File: src/rtl/fu_writeback_broadcast.sv
`default_nettype none
// ============================================================================
// Module   : fu_writeback_broadcast
// Purpose  : Completion side of the issue queue. Each functional unit
//            (0=ALU0, 1=ALU1, 2=MEM) pushes results into its own small FIFO.
//            A round-robin arbiter picks one non-empty FIFO head per cycle
//            and drives it onto the registered result broadcast bus. The
//            block also keeps the per-register ready scoreboard and the
//            per-FU push-ready mask that the issue queue samples.
// Ports    : clk, rstn (sync, active low)
//            fu_valid_in/fu_rd_in/fu_result_in : per-FU result push
//            alloc_valid_in/alloc_rd_in        : new producer, clears ready bit
//            fu_ready_out                      : FU i may push this cycle
//            reg_ready_out                     : register scoreboard
//            cdb_valid/rd/value/fu_out         : registered broadcast bus
//            ovf_err_out                       : sticky dropped-push flag
//            bcast_cnt_out                     : broadcasts since reset
// Revision : 1.0 - initial release
// ============================================================================
module fu_writeback_broadcast #(
  parameter int AR_SIZE    = 7,
  parameter int AR_ARRAY   = 128,
  parameter int FU_SIZE    = 2,
  parameter int FU_ARRAY   = 3,
  parameter int FIFO_DEPTH = 2
) (
  input  logic                        clk,
  input  logic                        rstn,
  input  logic [FU_ARRAY-1:0]         fu_valid_in,
  input  logic [FU_ARRAY*AR_SIZE-1:0] fu_rd_in,
  input  logic [FU_ARRAY*32-1:0]      fu_result_in,
  input  logic                        alloc_valid_in,
  input  logic [AR_SIZE-1:0]          alloc_rd_in,
  output logic [FU_ARRAY-1:0]         fu_ready_out,
  output logic [AR_ARRAY-1:0]         reg_ready_out,
  output logic                        cdb_valid_out,
  output logic [AR_SIZE-1:0]          cdb_rd_out,
  output logic [31:0]                 cdb_value_out,
  output logic [FU_SIZE-1:0]          cdb_fu_out,
  output logic                        ovf_err_out,
  output logic [15:0]                 bcast_cnt_out
);

  localparam int PTR_W = (FIFO_DEPTH > 1) ? $clog2(FIFO_DEPTH) : 1;
  localparam int CNT_W = $clog2(FIFO_DEPTH + 1);
  localparam int ENT_W = AR_SIZE + 32;

  localparam logic [PTR_W-1:0]   PTR_LAST = PTR_W'(FIFO_DEPTH - 1);
  localparam logic [CNT_W-1:0]   CNT_FULL = CNT_W'(FIFO_DEPTH);
  localparam logic [FU_SIZE-1:0] FU_LAST  = FU_SIZE'(FU_ARRAY - 1);

  // Per-FU FIFO status shared with the arbiter
  logic [FU_ARRAY-1:0] push_w;
  logic [FU_ARRAY-1:0] pop_w;
  logic [FU_ARRAY-1:0] nonempty_w;
  logic [ENT_W-1:0]    head_w [FU_ARRAY];

  // --------------------------------------------------------------------------
  // Per-FU result FIFOs. Entry = {rd, result}.
  // --------------------------------------------------------------------------
  for (genvar i = 0; i < FU_ARRAY; i++) begin : g_fifo
    logic [ENT_W-1:0] mem_q [FIFO_DEPTH];
    logic [PTR_W-1:0] wr_ptr_q;
    logic [PTR_W-1:0] rd_ptr_q;
    logic [CNT_W-1:0] count_q;
    logic [CNT_W-1:0] count_d;

    // Ready and empty come from the registered count only, so a pop in the
    // same cycle never raises ready and a fresh push is never granted
    // before it has been stored.
    assign fu_ready_out[i] = (count_q < CNT_FULL);
    assign nonempty_w[i]   = (count_q != '0);
    assign push_w[i]       = fu_valid_in[i] && fu_ready_out[i];
    assign head_w[i]       = mem_q[rd_ptr_q];

    always_comb begin
      count_d = count_q;
      if (push_w[i] && !pop_w[i]) begin
        count_d = count_q + CNT_W'(1);
      end else if (!push_w[i] && pop_w[i]) begin
        count_d = count_q - CNT_W'(1);
      end
    end

    // Storage needs no reset: the count alone decides what is valid.
    always_ff @(posedge clk) begin
      if (push_w[i]) begin
        mem_q[wr_ptr_q] <= {fu_rd_in[i*AR_SIZE +: AR_SIZE], fu_result_in[i*32 +: 32]};
      end
    end

    always_ff @(posedge clk) begin
      if (!rstn) begin
        wr_ptr_q <= '0;
        rd_ptr_q <= '0;
        count_q  <= '0;
      end else begin
        count_q <= count_d;
        if (push_w[i]) begin
          wr_ptr_q <= (wr_ptr_q == PTR_LAST) ? '0 : wr_ptr_q + PTR_W'(1);
        end
        if (pop_w[i]) begin
          rd_ptr_q <= (rd_ptr_q == PTR_LAST) ? '0 : rd_ptr_q + PTR_W'(1);
        end
      end
    end
  end

  // --------------------------------------------------------------------------
  // Round-robin arbitration over non-empty heads, starting at rr_ptr_q
  // --------------------------------------------------------------------------
  logic               grant_w;
  logic [FU_SIZE-1:0] grant_fu_w;
  logic [ENT_W-1:0]   grant_ent_w;
  logic [AR_SIZE-1:0] grant_rd_w;
  logic [31:0]        grant_val_w;
  logic [FU_SIZE-1:0] rr_ptr_q;
  logic [FU_SIZE-1:0] rr_ptr_d;
  int                 cand_w;

  always_comb begin
    grant_w    = 1'b0;
    grant_fu_w = '0;
    cand_w     = 0;
    for (int k = 0; k < FU_ARRAY; k++) begin
      cand_w = int'(rr_ptr_q) + k;
      if (cand_w >= FU_ARRAY) begin
        cand_w = cand_w - FU_ARRAY;
      end
      if (!grant_w && nonempty_w[FU_SIZE'(cand_w)]) begin
        grant_w    = 1'b1;
        grant_fu_w = FU_SIZE'(cand_w);
      end
    end
  end

  always_comb begin
    pop_w = '0;
    for (int i = 0; i < FU_ARRAY; i++) begin
      pop_w[i] = grant_w && (grant_fu_w == FU_SIZE'(i));
    end
  end

  assign grant_ent_w = head_w[grant_fu_w];
  assign grant_rd_w  = grant_ent_w[ENT_W-1 -: AR_SIZE];
  assign grant_val_w = grant_ent_w[31:0];

  always_comb begin
    rr_ptr_d = rr_ptr_q;
    if (grant_w) begin
      rr_ptr_d = (grant_fu_w == FU_LAST) ? '0 : grant_fu_w + FU_SIZE'(1);
    end
  end

  // --------------------------------------------------------------------------
  // Scoreboard: grant sets, alloc clears afterwards so the newer producer
  // wins on a collision; register 0 is hard-wired ready.
  // --------------------------------------------------------------------------
  logic [AR_ARRAY-1:0] reg_ready_q;
  logic [AR_ARRAY-1:0] reg_ready_d;

  always_comb begin
    reg_ready_d = reg_ready_q;
    if (grant_w) begin
      reg_ready_d[grant_rd_w] = 1'b1;
    end
    if (alloc_valid_in) begin
      reg_ready_d[alloc_rd_in] = 1'b0;
    end
    reg_ready_d[0] = 1'b1;
  end

  // --------------------------------------------------------------------------
  // Broadcast bus, error flag and counter
  // --------------------------------------------------------------------------
  logic               cdb_valid_q;
  logic [AR_SIZE-1:0] cdb_rd_q;
  logic [31:0]        cdb_value_q;
  logic [FU_SIZE-1:0] cdb_fu_q;
  logic               ovf_err_q;
  logic [15:0]        bcast_cnt_q;

  always_ff @(posedge clk) begin
    if (!rstn) begin
      rr_ptr_q    <= '0;
      reg_ready_q <= '1;
      cdb_valid_q <= 1'b0;
      cdb_rd_q    <= '0;
      cdb_value_q <= '0;
      cdb_fu_q    <= '0;
      ovf_err_q   <= 1'b0;
      bcast_cnt_q <= '0;
    end else begin
      rr_ptr_q    <= rr_ptr_d;
      reg_ready_q <= reg_ready_d;
      cdb_valid_q <= grant_w;
      if (grant_w) begin
        cdb_rd_q    <= grant_rd_w;
        cdb_value_q <= grant_val_w;
        cdb_fu_q    <= grant_fu_w;
        bcast_cnt_q <= bcast_cnt_q + 16'd1;
      end
      // A push offered while the FIFO is full is lost; remember it.
      if (|(fu_valid_in & ~fu_ready_out)) begin
        ovf_err_q <= 1'b1;
      end
    end
  end

  assign reg_ready_out = reg_ready_q;
  assign cdb_valid_out = cdb_valid_q;
  assign cdb_rd_out    = cdb_rd_q;
  assign cdb_value_out = cdb_value_q;
  assign cdb_fu_out    = cdb_fu_q;
  assign ovf_err_out   = ovf_err_q;
  assign bcast_cnt_out = bcast_cnt_q;

endmodule
`default_nettype wire

File: config.mk
export PLATFORM = sky130hd
export DESIGN_NAME = fu_writeback_broadcast
export DESIGN_NICKNAME = d
export VERILOG_FILES = /design/src/rtl/fu_writeback_broadcast.sv
export SDC_FILE = /design/constraint.sdc
export NUM_CORES = 1
export LEC_CHECK = 0
export CAP_MARGIN = 10
export CORE_ASPECT_RATIO = 1.1
export CORE_MARGIN = 1.5
export CORE_UTILIZATION = 49
export DETAILED_ROUTE_END_ITERATION = 12
export PLACE_DENSITY = 0.85
export SYNTH_ARGS = -nofsm -noshare
export SYNTH_HDL_FRONTEND = slang
export SYNTH_SLANG_ARGS = --single-unit
File: constraint.sdc
create_clock -name clk -period 7.5 [get_ports clk]
set_input_delay 2.25 -clock clk [delete_from_list [all_inputs] [get_ports clk]]
set_output_delay 2.25 -clock clk [all_outputs]
set_load 0.005 [all_outputs]
Word level (Yosys, flattened, before mapping):

Memory sizes are Yosys's and may differ from the RTL's. A register that Yosys moved wholly into a read port is not among the register bits.
Index checks and enable logic that the tools add are counted.

* register bits after elaboration: 201
* memory bits (writable): 234
* bits of input ports: 130
* word-level logic and storage cells: 146
* memories: 3

Memories
* g_fifo[0].mem_q: words 2, bits a word 39, read ports 1, clocked after Yosys merged registers in 1, write ports 1, line 62 `logic [ENT_W-1:0] mem_q [FIFO_DEPTH];`
* g_fifo[1].mem_q: words 2, bits a word 39, read ports 1, clocked after Yosys merged registers in 1, write ports 1, line 62
* g_fifo[2].mem_q: words 2, bits a word 39, read ports 1, clocked after Yosys merged registers in 1, write ports 1, line 62

* add/subtract/negate cells: 19
* order comparisons: 14
* eq/ne operators: 2
* muxes and demuxes: 52
* bitwise logic cells: 6
* reduce and logical (&&, ||, !) cells: 32

Operator list (number)
* two-way mux 128 bit: 2
* bitwise AND 128 bit: 1
* NOT 128 bit: 1
* bitwise OR 128 bit: 1
* binary-select mux 39 bit (select 2 bit): 1
* two-way mux 39 bit: 2
* two-way mux 1 bit: 29
* two-way mux 2 bit: 13
* adder 16 x 1 -> 16 bit, second input constant: 1
* logical AND 1 bit: 16
* < comparator 7 x 8 -> 1 bit, second input constant: 2
* demux 1 bit (select 7 bit): 2
* >= comparator 7 x 1 -> 1 bit, second input constant: 2
* < comparator 2 x 4 -> 1 bit, second input constant: 3
* nonzero test 2 bit: 6
* adder 2 x 1 -> 2 bit, second input constant: 4
* logical NOT 1 bit: 8
* adder 1 bit, second input constant: 6
* binary-select mux 1 bit (select 2 bit): 3
* >= comparator 3 x 2 -> 1 bit, second input constant: 2
* < comparator 2 bit, second input constant: 3
* subtractor 2 x 1 -> 2 bit, second input constant: 3
* subtractor 2 bit, second input constant: 3
* adder 2 x 1 -> 3 bit, second input constant: 1
* 10 further kinds: 10

Depth between registers and ports, before layout:

* depth in word-level cells: 24
* gate-level depth with buffers: 14
* mapped depth without buffers: 10

Worst setup path before layout:

Ideal clock, no wire load.

* kind: input port to flip-flop
* from: input port fu_valid_in[0]
* to: memory g_fifo[0].mem_q[0][0] (netlist bit) (enable)
* arrival: 4278 ps
* slack: 2781 ps
* stages on the path: 2
* path buffers: 0
* path through: nor2b_1 > nor2b_1

* word-level cells in the longest chain between the ends: 3

RTL lines
* start: declaration: line 29 `input logic [FU_ARRAY-1:0] fu_valid_in,`
* logical AND 1 bit: line 73 `assign push_w[i] = fu_valid_in[i] && fu_ready_out[i];`
* two-way mux 1 bit: line 87 `if (push_w[i]) begin`
* two-way mux 1 bit (implied by the code): line 88 `mem_q[wr_ptr_q] <= {fu_rd_in[i*AR_SIZE +: AR_SIZE], fu_result_in[i*32 +: 32]};`
* end: declaration: line 62

Every way passes these cells.

==> results.json <==
{
  "die-area_sq_um": 37100,
  "timing.clock.skew_ns": 0.0306,
  "postRouteWirelength_um": 49400,
  "detailroute.via_count": 13200,
  "final_period_minus_worst_setup_slack_ns": 4.12,
  "max_cap_viol_count": 0,
  "ff2ff_path_depth": 10,
  "synth-seq-cells": 437,
  "first_global_vias": 13200,
  "grtUsageTotal_pct": 26.2,
  "critPathCaptureType": "flop",
  "worstPathRequired_ns": 7.89,
  "power.share.sequential_pct": 35.2,
  "static-leakage-power_nw": 7.76,
  "finalNonFillerCells": 2268,
  "slew_viol_final": 0,
  "clock_sinks": 437,
  "route.detailed.wl_per_inst_um": 21.8,
  "dpl_cell_area_sq_um": 21200,
  "fp.coreArea_sq_um": 35300,
  "cts_max_path_buffers": 3,
  "synth_edf_count": 234,
  "power.internal_w": 0.00530,
  "worstPathCellList": "buf_6 -> nand3_1 -> nor2_1 -> a21oi_1",
  "grt_overflow": 0,
  "tritoncts": "built",
  "worstSkewPairLatency_ns": 0.57,
  "synth.avg_cell_area_sq_um": 12.1,
  "drive_above_1_share_pct": 8.17,
  "layout-area-overhead-vs-synth_pct": 29.3,
  "root_buffer": "clkbuf_16",
  "cts_hold_buf": 0,
  "instance_count_along_the_most_critical_hold_path": 2,
  "crit_path_max_incr_delay_ns": 1.02,
  "cp.arrival_ns": 4.51,
  "part_of_the_yosys_area_used_for_sequential_elements_pct": 63.0,
  "portBuffers": 318,
  "final.hold.worst_slack_ns": 0.468,
  "powerDensity_nw_per_um2": 375,
  "critical_path.max_fanout": 134,
  "peakVddDrop_uv": 269,
  "layout_common_cells": "clkdlybuf4s50_1, a21oi_1, edfxtp_1",
  "switching_share_pct": 38.0,
  "numPlacedInstances": 2186,
  "worst_slew_margin_rel_pct": 15.0,
  "worst_hold_path_type": "reg2reg",
  "grt_first_pass_wirelength_um": 74500,
  "route.detailed.drc": 0,
  "yosys_warnings": 0,
  "post_synth_top_flop": "edfxtp_1",
  "nets": 1888,
  "place_congestion": 0.928,
  "mappedNetlistArea_sq_um": 17600,
  "finalHoldViolations": 0,
  "placementRows": 72,
  "p_total_w": 0.00854,
  "setup_repair_after_global_routing_missed_its_margin": "no",
  "die_w_um": 184,
  "htree_num_levels": 2,
  "postSynthNetCount": 1586,
  "antenna_found_initial": 7,
  "pwr-share-clk_pct": 26.6,
  "netlist_instances": 1450,
  "slowest_stage": "nor2_1",
  "finalSetupViolations": 0,
  "clock_pin_slew_on_the_worst_setup_and_hold_paths_ns": 0.07,
  "initial_core_utilization_pct": 49.9,
  "drt-initial-drc-count": 1118,
  "power.share.combinational_pct": 38.2,
  "layout_commonest_cell": "clkdlybuf4s50_1",
  "timing_worst_slew_pin_value_ns": 1.27,
  "postCtsSetupBuffers": 0,
  "layout_worst_path_cycle_share_pct": 54.9,
  "outcome": "finished clean",
  "antenna_left": 0,
  "design.portCount": 320,
  "post_cts.resized_instances": 0,
  "final_cell_area_sq_um": 22800,
  "achievable-frequency_ghz": 0.243,
  "crit_type": "in2reg",
  "route.detailed.vias_per_inst": 5.82,
  "cts-buffers-inserted": 44,
  "postSynth.asyncResetShare_pct": 0,
  "detailedRoute.firstPassIterationCount": 6,
  "grt_start_max_net_pins": 135,
  "power.net_switching_w": 0.00325,
  "totalNegativeSetupSlack_ns": 0,
  "fp.dieH_um": 202,
  "worst_setup_path_start_kind": "input port",
  "dpl.hpwl_um": 31600,
  "synth.distinct_cells": 59
}
-- per-layer routing --
metal / up-vias / routed length (um) / GRT usage [%]
met1: 6312 / 18200 / 30.8
met5: - / 69 / 0
met4: 12 / 2040 / 12.0
li1: 5929 / - / -
met3: 159 / 4820 / 6.45
met2: 782 / 24200 / 45.2
-- per-stage QoR --
step           utilization, %  worst slack, ns
6_report                 64.5             3.38
5_1_grt                  64.4             3.22
4_1_cts                  64.4             3.35
3_5_place_dp             60.1             2.79
3_3_place_gp             60.1             2.85
2_1_floorplan               -             2.78
-- worst max-delay path, delay by kind of cell --
| kind | cells | cell delay [ns] |
|---|---|---|
| AND/OR/NAND/NOR | 2 | 1.41 |
| buffers and inverters | 1 | 0.61 |
| AO/OA/AOI/OAI | 1 | 0.16 |
-- synth_stat cells, types with 6 or more instances --
cell type / number / share of area [%]
a21boi_0: 35 / 1.5
nor2_1: 46 / 0.98
xnor2_1: 12 / 0.60
edfxtp_1: 234 / 40
nor4_4: 14 / 1.7
buf_2: 7 / 0.20
nand2b_1: 132 / 4.7
nor2b_1: 34 / 1.2
nor3_1: 16 / 0.45
a21oi_1: 263 / 7.5
mux2i_1: 94 / 5.3
o21ai_0: 48 / 1.4
xor2_1: 7 / 0.35
nand3_1: 12 / 0.34
and2_1: 33 / 1.2
dfxtp_1: 203 / 23
buf_4: 6 / 0.26
nor4_2: 6 / 0.43
or3_1: 9 / 0.32
buf_1: 6 / 0.13
inv_1: 9 / 0.19
nand2_1: 41 / 0.87
o211a_1: 6 / 0.34
a211oi_1: 44 / 1.9
clkbuf_1: 59 / 1.3
o22ai_1: 10 / 0.36
ha_1: 6 / 0.43
-- logic make-up (layout without fill, tap and decap cells) --
logic type | after synthesis | in the layout | synth area share, %
compound gates | 436 | 436 | 14.5
xor+xnor | 19 | 19 | 0.945
fa+ha+maj | 7 | 7 | 0.490
buf+inv | 91 | 427 | 2.30
flops | 437 | 437 | 63.0
mux | 98 | 98 | 5.71
other cells | 1 | 2 | 0.0213
simple gates | 361 | 361 | 13.1
-- flip-flops by register name, summed over array words and instances (netlist names), named ones only --
| name | flops |
|---|---|
| bcast_cnt_out | 16 |
| cdb_fu_out | 2 |
| cdb_rd_out | 7 |
| cdb_valid_out | 1 |
| cdb_value_out | 32 |
| g_fifo.count_q | 6 |
| g_fifo.mem_q | 234 |
| g_fifo.rd_ptr_q | 3 |
| g_fifo.wr_ptr_q | 3 |
| ovf_err_out | 1 |
| reg_ready_out | 127 |
| rr_ptr_q | 2 |
-- final cells by class --
cell class | count | area (sq um)
inverters | 10 | 42.5
clock inverters | 25 | 314
flip-flops and latches | 437 | 11100
fillers | 2617 | 12600
repair buffers | 337 | 3330
well taps | 481 | 602
multi-input cells | 922 | 6180
diodes | 1 | 2.50
clock buffers | 55 | 1190
-- path summary, 6_finish.rpt --
kind	startpoint	to	slack (ns)
setup reg to reg	rr_ptr_q[0]	g_fifo[0].count_q[1]	3.45
hold reg to reg	cdb_value_out[13]	cdb_value_out[13]	0.47
setup / recovery	rstn	reg_ready_out[87]	3.38
hold / removal	cdb_value_out[13]	cdb_value_out[13]	0.47
-- power by group through the flow --
stage	Sequential, W	Clock [W]	Combinational, W
6_report	0.00301	0.00227	0.00326
5_1_grt	0.00303	0.00239	0.00350
4_1_cts	0.00301	0.00230	0.00326
3_5_place_dp	0.00306	0	0.00324
3_3_place_gp	0.00304	0	0.00313
2_1_floorplan	0.00301	0	0.00222
(Power assumes the default switching activity.)
